$ cat src/rtl/led_scanner.sv
// HUB75 scan engine for a 64x64 panel: issues pixel coordinates to a painter,
// pairs the top/bottom responses and drives shift clock, latch, OE and row address.
module led_scanner #(
   parameter int FRAME_BITS = 7,
   parameter int DELAY      = 3
) (
   input  logic                  clk,
   input  logic                  resetn,
   output logic [5:0]            x,
   output logic [5:0]            y,
   output logic [FRAME_BITS-1:0] frame,
   output logic [7:0]            subframe,
   input  logic [2:0]            rgb,
   output logic [2:0]            panel_rgb0,
   output logic [2:0]            panel_rgb1,
   output logic [4:0]            panel_addr,
   output logic                  panel_clk,
   output logic                  panel_lat,
   output logic                  panel_oe
);

   typedef enum logic [1:0] {SHIFT, DRAIN, BLANK, LATCH} state_t;

   localparam logic [7:0] LAST_Q    = 8'd127;
   localparam logic [7:0] DRAIN_END = 8'(129 + DELAY);

   state_t                state_q, state_d;
   logic [7:0]            cnt_q, cnt_d;
   logic [4:0]            row_q, row_d;
   logic [5:0]            x_q, x_d, y_q, y_d;
   logic [FRAME_BITS-1:0] frame_q, frame_d;
   logic [7:0]            subframe_q, subframe_d;
   logic [DELAY-1:0]      vld_q, vld_d, bot_q, bot_d;
   logic [2:0]            top_q, top_d, rgb0_q, rgb0_d, rgb1_q, rgb1_d;
   logic                  strobe_q, strobe_d;
   logic                  pclk_q, pclk_d, lat_q, lat_d, oe_q, oe_d;
   logic [4:0]            addr_q, addr_d;
   logic [6:0]            next_q;

   always_comb begin
      state_d    = state_q;
      cnt_d      = cnt_q + 8'd1;
      row_d      = row_q;
      x_d        = x_q;
      y_d        = y_q;
      frame_d    = frame_q;
      subframe_d = subframe_q;
      top_d      = top_q;
      rgb0_d     = rgb0_q;
      rgb1_d     = rgb1_q;
      strobe_d   = 1'b0;
      addr_d     = addr_q;
      oe_d       = oe_q;
      vld_d      = '0;
      bot_d      = '0;
      next_q     = cnt_q[6:0] + 7'd1;

      case (state_q)
         SHIFT: begin
            if (cnt_q == LAST_Q) begin
               state_d = DRAIN;
            end else begin
               x_d = next_q[6:1];
               y_d = {next_q[0], row_q};
            end
         end
         DRAIN: begin
            if (cnt_q == DRAIN_END) state_d = BLANK;
         end
         BLANK: begin
            state_d = LATCH;
         end
         LATCH: begin
            state_d = SHIFT;
            cnt_d   = 8'd0;
            row_d   = row_q + 5'd1;
            if (row_q == 5'd31) begin
               subframe_d = subframe_q + 8'd1;
               if (subframe_q == 8'd255) frame_d = frame_q + FRAME_BITS'(1);
            end
            x_d = 6'd0;
            y_d = {1'b0, row_d};
         end
         default: state_d = SHIFT;
      endcase

      // Each query launches a {valid, bottom} token that lands when its rgb is due.
      vld_d[0] = (state_q == SHIFT);
      bot_d[0] = cnt_q[0];
      for (int i = 1; i < DELAY; i++) begin
         vld_d[i] = vld_q[i-1];
         bot_d[i] = bot_q[i-1];
      end

      if (vld_q[DELAY-1]) begin
         if (bot_q[DELAY-1]) begin
            rgb0_d   = top_q;
            rgb1_d   = rgb;
            strobe_d = 1'b1;
         end else begin
            top_d = rgb;
         end
      end

      // Shift clock trails the data by one cycle so its rising edge sits mid-hold.
      pclk_d = strobe_q;
      lat_d  = (state_d == LATCH);
      if (state_d == LATCH) addr_d = row_q;
      if (state_d == BLANK) oe_d = 1'b1;
      else if (state_q == LATCH) oe_d = 1'b0;
   end

   always_ff @(posedge clk or negedge resetn) begin
      if (!resetn) begin
         state_q    <= SHIFT;
         cnt_q      <= 8'd0;
         row_q      <= 5'd0;
         x_q        <= 6'd0;
         y_q        <= 6'd0;
         frame_q    <= '0;
         subframe_q <= 8'd0;
         vld_q      <= '0;
         bot_q      <= '0;
         top_q      <= 3'd0;
         rgb0_q     <= 3'd0;
         rgb1_q     <= 3'd0;
         strobe_q   <= 1'b0;
         pclk_q     <= 1'b0;
         lat_q      <= 1'b0;
         oe_q       <= 1'b1;
         addr_q     <= 5'd0;
      end else begin
         state_q    <= state_d;
         cnt_q      <= cnt_d;
         row_q      <= row_d;
         x_q        <= x_d;
         y_q        <= y_d;
         frame_q    <= frame_d;
         subframe_q <= subframe_d;
         vld_q      <= vld_d;
         bot_q      <= bot_d;
         top_q      <= top_d;
         rgb0_q     <= rgb0_d;
         rgb1_q     <= rgb1_d;
         strobe_q   <= strobe_d;
         pclk_q     <= pclk_d;
         lat_q      <= lat_d;
         oe_q       <= oe_d;
         addr_q     <= addr_d;
      end
   end

   assign x          = x_q;
   assign y          = y_q;
   assign frame      = frame_q;
   assign subframe   = subframe_q;
   assign panel_rgb0 = rgb0_q;
   assign panel_rgb1 = rgb1_q;
   assign panel_addr = addr_q;
   assign panel_clk  = pclk_q;
   assign panel_lat  = lat_q;
   assign panel_oe   = oe_q;

endmodule

$ cat config.mk
export PLATFORM = sky130hd
export DESIGN_NAME = led_scanner
export DESIGN_NICKNAME = d
export VERILOG_FILES = /design/src/rtl/led_scanner.sv
export SDC_FILE = /design/constraint.sdc
export NUM_CORES = 1
export LEC_CHECK = 0
export BUFFER_PORTS_ARGS = -buffer_cell sky130_fd_sc_hd__buf_2
export CORE_ASPECT_RATIO = 1.75
export CORE_MARGIN = 10
export CORE_UTILIZATION = 40
export DETAILED_ROUTE_END_ITERATION = 12
export PLACE_DENSITY = 0.64
export RECOVER_POWER = 25
export SYNTH_ARGS = -nofsm -noshare
export SYNTH_HDL_FRONTEND = slang
export SYNTH_SLANG_ARGS = --single-unit
$ cat constraint.sdc
create_clock -name clk -period 2.1 [get_ports clk]
set_clock_uncertainty 0.05 [all_clocks]
set_input_delay 0.105 -clock clk [delete_from_list [all_inputs] [get_ports clk]]
set_output_delay 0.105 -clock clk [all_outputs]
set_load 0.02 [all_outputs]
==> impl_metrics.prom <==
# TYPE chip_impl_metric gauge
chip_impl_metric{name="count_of_vias_placed_by_the_detailed_router",unit=""} 2050
chip_impl_metric{name="grt_start_max_net_pins",unit=""} 43
chip_impl_metric{name="area_delta_synth_final",unit="%"} 25.41
chip_impl_metric{name="worstSkewPairLatency",unit="ps"} 330
chip_impl_metric{name="min_period_over_period",unit=""} 0.9496
chip_impl_metric{name="wl",unit="µm"} 6299
chip_impl_metric{name="initial_antenna_violation_count",unit=""} 0
chip_impl_metric{name="synth-edff-count",unit=""} 0
chip_impl_metric{name="synth_seq_cells",unit=""} 66
chip_impl_metric{name="worst_hold_slack",unit="ps"} 291.1
chip_impl_metric{name="row_count",unit=""} 40
chip_impl_metric{name="wire_length_of_the_first_global_routing_pass",unit="µm"} 10730
chip_impl_metric{name="sequential_to_total_area_share_from_yosys_stat",unit=""} 0.5827
chip_impl_metric{name="p_seq_frac",unit=""} 0.437
chip_impl_metric{name="synth_warnings",unit=""} 0
chip_impl_metric{name="floorplan.initialDensity",unit=""} 0.4107
chip_impl_metric{name="maximum_resistive_drop_on_vdd",unit="µV"} 678.6
chip_impl_info{name="rsz_0062_raised_after_global_routing",value="true"} 1
chip_impl_metric{name="first_pass_iters",unit=""} 4
chip_impl_metric{name="finalHoldViolCount",unit=""} 0
chip_impl_metric{name="fillers",unit=""} 629
chip_impl_info{name="predominant_post_synthesis_flop_cell",value="dfrtp_1"} 1
chip_impl_metric{name="post-route-util",unit=""} 0.5150
chip_impl_info{name="cpLargestDelayFamily",value="simple AND/OR/NAND/NOR gates"} 1
chip_impl_metric{name="worstPathRequired",unit="ps"} 2270
chip_impl_info{name="worst_r2r_startpoint",value="row_q[1]"} 1
chip_impl_metric{name="count_of_routing_violations_after_the_opening_detailed_route_iteration",unit=""} 88
chip_impl_metric{name="grt_overflow",unit=""} 0
chip_impl_metric{name="post_route_cells_drive_above_1_share",unit=""} 0.2429
chip_impl_metric{name="net_sw_frac",unit=""} 0.1962
chip_impl_info{name="tritoncts_clock_tree",value="yes"} 1
chip_impl_metric{name="maxSlewViolCount",unit=""} 0
chip_impl_info{name="setup.worst_path.start_class",value="register"} 1
chip_impl_metric{name="finalPower",unit="mW"} 2.940
chip_impl_metric{name="place.port_buffers",unit=""} 45
chip_impl_metric{name="finalWorstSetupSlack",unit="ps"} 105.9
chip_impl_metric{name="cellPowerDensity",unit="mW/mm²"} 826.4
chip_impl_metric{name="ioPinCount",unit=""} 46
chip_impl_metric{name="worstPathMaxFanout",unit=""} 5
chip_impl_metric{name="timing.slew.headroom",unit=""} 0.08723
chip_impl_metric{name="cp.arrival",unit="ps"} 2170
chip_impl_metric{name="route.detailed.wl_per_inst",unit="µm"} 15.71
chip_impl_metric{name="finalCriticalPeriod",unit="ps"} 1994
chip_impl_metric{name="cts.sink_count",unit=""} 66
chip_impl_metric{name="detail_route.drc_violations",unit=""} 0
chip_impl_metric{name="power_report.internal_total",unit="mW"} 2.363
chip_impl_metric{name="globalplace.congestion",unit=""} 0.8041
chip_impl_metric{name="post_cts.repair.setup_buffers",unit=""} 0
chip_impl_metric{name="final.setup.tns",unit="ps"} 0
chip_impl_metric{name="syn-num-nets",unit=""} 262
chip_impl_metric{name="total_switching_power",unit="mW"} 0.5768
chip_impl_info{name="holdCritPathClass",value="reg -> reg"} 1
chip_impl_info{name="status",value="finished, final reports clean"} 1
chip_impl_metric{name="die_area",unit="mm²"} 0.01099
chip_impl_metric{name="synth-async-reset-ratio",unit=""} 1.000
chip_impl_info{name="clock_root_buffer",value="clkbuf_16"} 1
chip_impl_metric{name="place_hpwl",unit="µm"} 4591
chip_impl_metric{name="cpPeakStageDelay",unit="ps"} 410
chip_impl_metric{name="avgSynthCellArea",unit="µm²"} 11.30
chip_impl_metric{name="die_h",unit="µm"} 131.4
chip_impl_metric{name="finish.net_count",unit=""} 324
chip_impl_metric{name="drt.antenna.violating_nets",unit=""} 0
chip_impl_info{name="source_of_the_worst_hold_timing_path",value="bot_q[1]"} 1
chip_impl_metric{name="cts_htree_levels",unit=""} 3
chip_impl_metric{name="design.core.area",unit="mm²"} 0.006907
chip_impl_metric{name="leakage",unit="nW"} 1.771
chip_impl_metric{name="clockBufferDepth",unit=""} 2
chip_impl_metric{name="vias_in_the_first_global_route",unit=""} 2148
chip_impl_metric{name="cts_made_buffers",unit=""} 9
chip_impl_metric{name="crit_buf_inv",unit=""} 0
chip_impl_metric{name="viasPerCell",unit=""} 5.112
chip_impl_info{name="timing.critical_path.slowest_stage_cell",value="dfrtp_1"} 1
chip_impl_metric{name="die_w",unit="µm"} 83.66
chip_impl_metric{name="combPwrFrac",unit=""} 0.020
chip_impl_metric{name="diode_count",unit=""} 0
chip_impl_metric{name="clkTransAtPathRegs",unit="ps"} 60
chip_impl_info{name="cp_cell_sequence",value="ha_2, and3_1, ha_1, nand4_4, nor3_2, mux2_2"} 1
chip_impl_metric{name="mappedNetlistArea",unit="mm²"} 0.002836
chip_impl_info{name="end_kind",value="register"} 1
chip_impl_metric{name="setup_violations",unit=""} 0
chip_impl_metric{name="netlist-cell-type-count",unit=""} 42
chip_impl_metric{name="max_cap_viol_count",unit=""} 0
chip_impl_metric{name="worst_slew_pin_slew",unit="ps"} 1369
chip_impl_metric{name="synthesis.instances",unit=""} 251
chip_impl_metric{name="placement.setup.worst_slack",unit="ps"} 110.7
chip_impl_info{name="timing.setup.critical_path_class",value="reg -> reg"} 1
chip_impl_metric{name="gr-usage-all-layers",unit=""} 0.1215
chip_impl_info{name="worst_setup_path_startpoint",value="row_q[1]"} 1
chip_impl_metric{name="pwr-share-clk",unit=""} 0.542
chip_impl_metric{name="max_clock_freq",unit="MHz"} 501.5
-- worst reg2reg max path: cells and delay by family (launching register included) --
kind,cells,cell delay [ps]
adders and majority gates,2,430
DFF,1,410
muxes,1,370
and+or+nand+nor,3,620
-- final timing paths --
kind / cells past startpoint / end / slack, ps
setup / recovery: 6 / frame[1] / 110
min in group asynchronous: 2 / panel_rgb0[1] / 560
hold reg to reg: 0 / bot_q[2] / 290
setup reg to reg: 6 / frame[1] / 110
hold / removal: 0 / bot_q[2] / 290
max in group asynchronous: 3 / panel_oe / 520
-- stage by stage --
stage | std cells | instance area, µm²
2_1_floorplan | 251 | 2836
3_3_place_gp | 382 | 3216
3_5_place_dp | 382 | 3216
4_1_cts | 401 | 3573
5_1_grt | 401 | 3557
6_report | 401 | 3557
-- sequential cells by signal, summed over array words and instances (netlist names), 2 cells and up --
signal / flops
cnt_q: 8
subframe: 8
frame: 7
x: 6
y: 6
panel_addr: 5
row_q: 5
bot_q: 3
panel_rgb0: 3
panel_rgb1: 3
top_q: 3
vld_q: 3
state_q: 2
-- synthesized netlist by cell type, types with 2 or more instances --
master / n / area (µm²)
nand3b_1: 2 / 15.01
inv_1: 5 / 18.77
or3_1: 2 / 12.51
o21ai_0: 10 / 50.05
and2_1: 3 / 18.77
nand4_1: 5 / 31.28
nor3_1: 4 / 20.02
xnor2_1: 13 / 113.9
nor4_1: 2 / 12.51
xor2_1: 7 / 61.31
nor2_1: 15 / 56.30
buf_2: 6 / 30.03
a21oi_1: 10 / 50.05
and3_1: 4 / 25.02
mux2_2: 11 / 123.9
nand3_1: 11 / 55.05
nand2_1: 37 / 138.9
buf_4: 2 / 15.01
nand4b_1: 3 / 26.28
nand2b_1: 4 / 25.02
mux2i_1: 2 / 20.02
ha_1: 6 / 75.07
dfrtp_1: 65 / 1627
a22oi_1: 4 / 30.03
-- cell families (layout without fill, tap and decap cells) --
kind of cell    after synthesis  count (layout)  synth area share
simple gates                 97              97            0.1782
flops                        66              66            0.5827
compound gates               33              33           0.07323
xor+xnor                     20              20           0.06176
buf+inv                      16              82           0.02690
mux                          13              13           0.05073
fa+ha+maj                     6               6           0.02647
-- repair_timing --
item	4_1_cts	5_1_grt
setup endpoints to repair	0	3
endpoints found under the hold margin	30	0
hold buffers	4	0
gates resized for setup	0	1
-- placed cells by master, fill, tap and decap left out, types with 2 or more instances in the layout --
| cell type | Yosys | routed |
|---|---|---|
| a21oi_1 | 10 | 10 |
| a22oi_1 | 4 | 4 |
| and2_1 | 3 | 3 |
| and3_1 | 4 | 4 |
| buf_2 | 6 | 33 |
| buf_4 | 2 | 10 |
| bufinv_16 | 0 | 2 |
| clkbuf_1 | 1 | 13 |
| clkbuf_16 | 0 | 9 |
| clkinv_2 | 0 | 2 |
| dfrtp_1 | 65 | 65 |
| dlygate4sd3_1 | 0 | 4 |
| ha_1 | 6 | 5 |
| inv_1 | 5 | 5 |
| mux2_2 | 11 | 11 |
| mux2i_1 | 2 | 2 |
| nand2_1 | 37 | 37 |
| nand2b_1 | 4 | 4 |
| nand3_1 | 11 | 11 |
| nand3b_1 | 2 | 2 |
| nand4_1 | 5 | 5 |
| nand4b_1 | 3 | 3 |
| nor2_1 | 15 | 15 |
| nor3_1 | 4 | 4 |
| nor4_1 | 2 | 2 |
| o21ai_0 | 10 | 10 |
| or3_1 | 2 | 2 |
| xnor2_1 | 13 | 13 |
| xor2_1 | 7 | 7 |
-- layer usage --
metal	vias up	part of all wire	GRT usage
li1	990	-	-
met1	997	0.38	0.1237
met2	51	0.54	0.2063
met3	12	0.053	0.03342
met4	0	0.032	0.08692
met5	-	0	0
-- layout make-up --
type | count | area, µm² | share of cell area
flip-flops and latches | 66 | 1653 | 0.4647
multi-input cells | 169 | 1110 | 0.3120
repair buffers | 61 | 349.1 | 0.09814
clock buffers | 10 | 239.0 | 0.06718
well taps | 84 | 105.1 | 0.02955
clock inverters | 5 | 78.83 | 0.02216
inverters | 6 | 22.52 | 0.006331
-- power by group through the flow --
stage	Sequential, mW	Combinational [mW]	Clock, mW
2_1_floorplan	1.32	0.00758	0
3_3_place_gp	1.31	0.0565	0
3_5_place_dp	1.31	0.0576	0
4_1_cts	1.29	0.0636	1.62
5_1_grt	1.29	0.0676	1.67
6_report	1.29	0.0591	1.59
(Power assumes the default switching activity.)
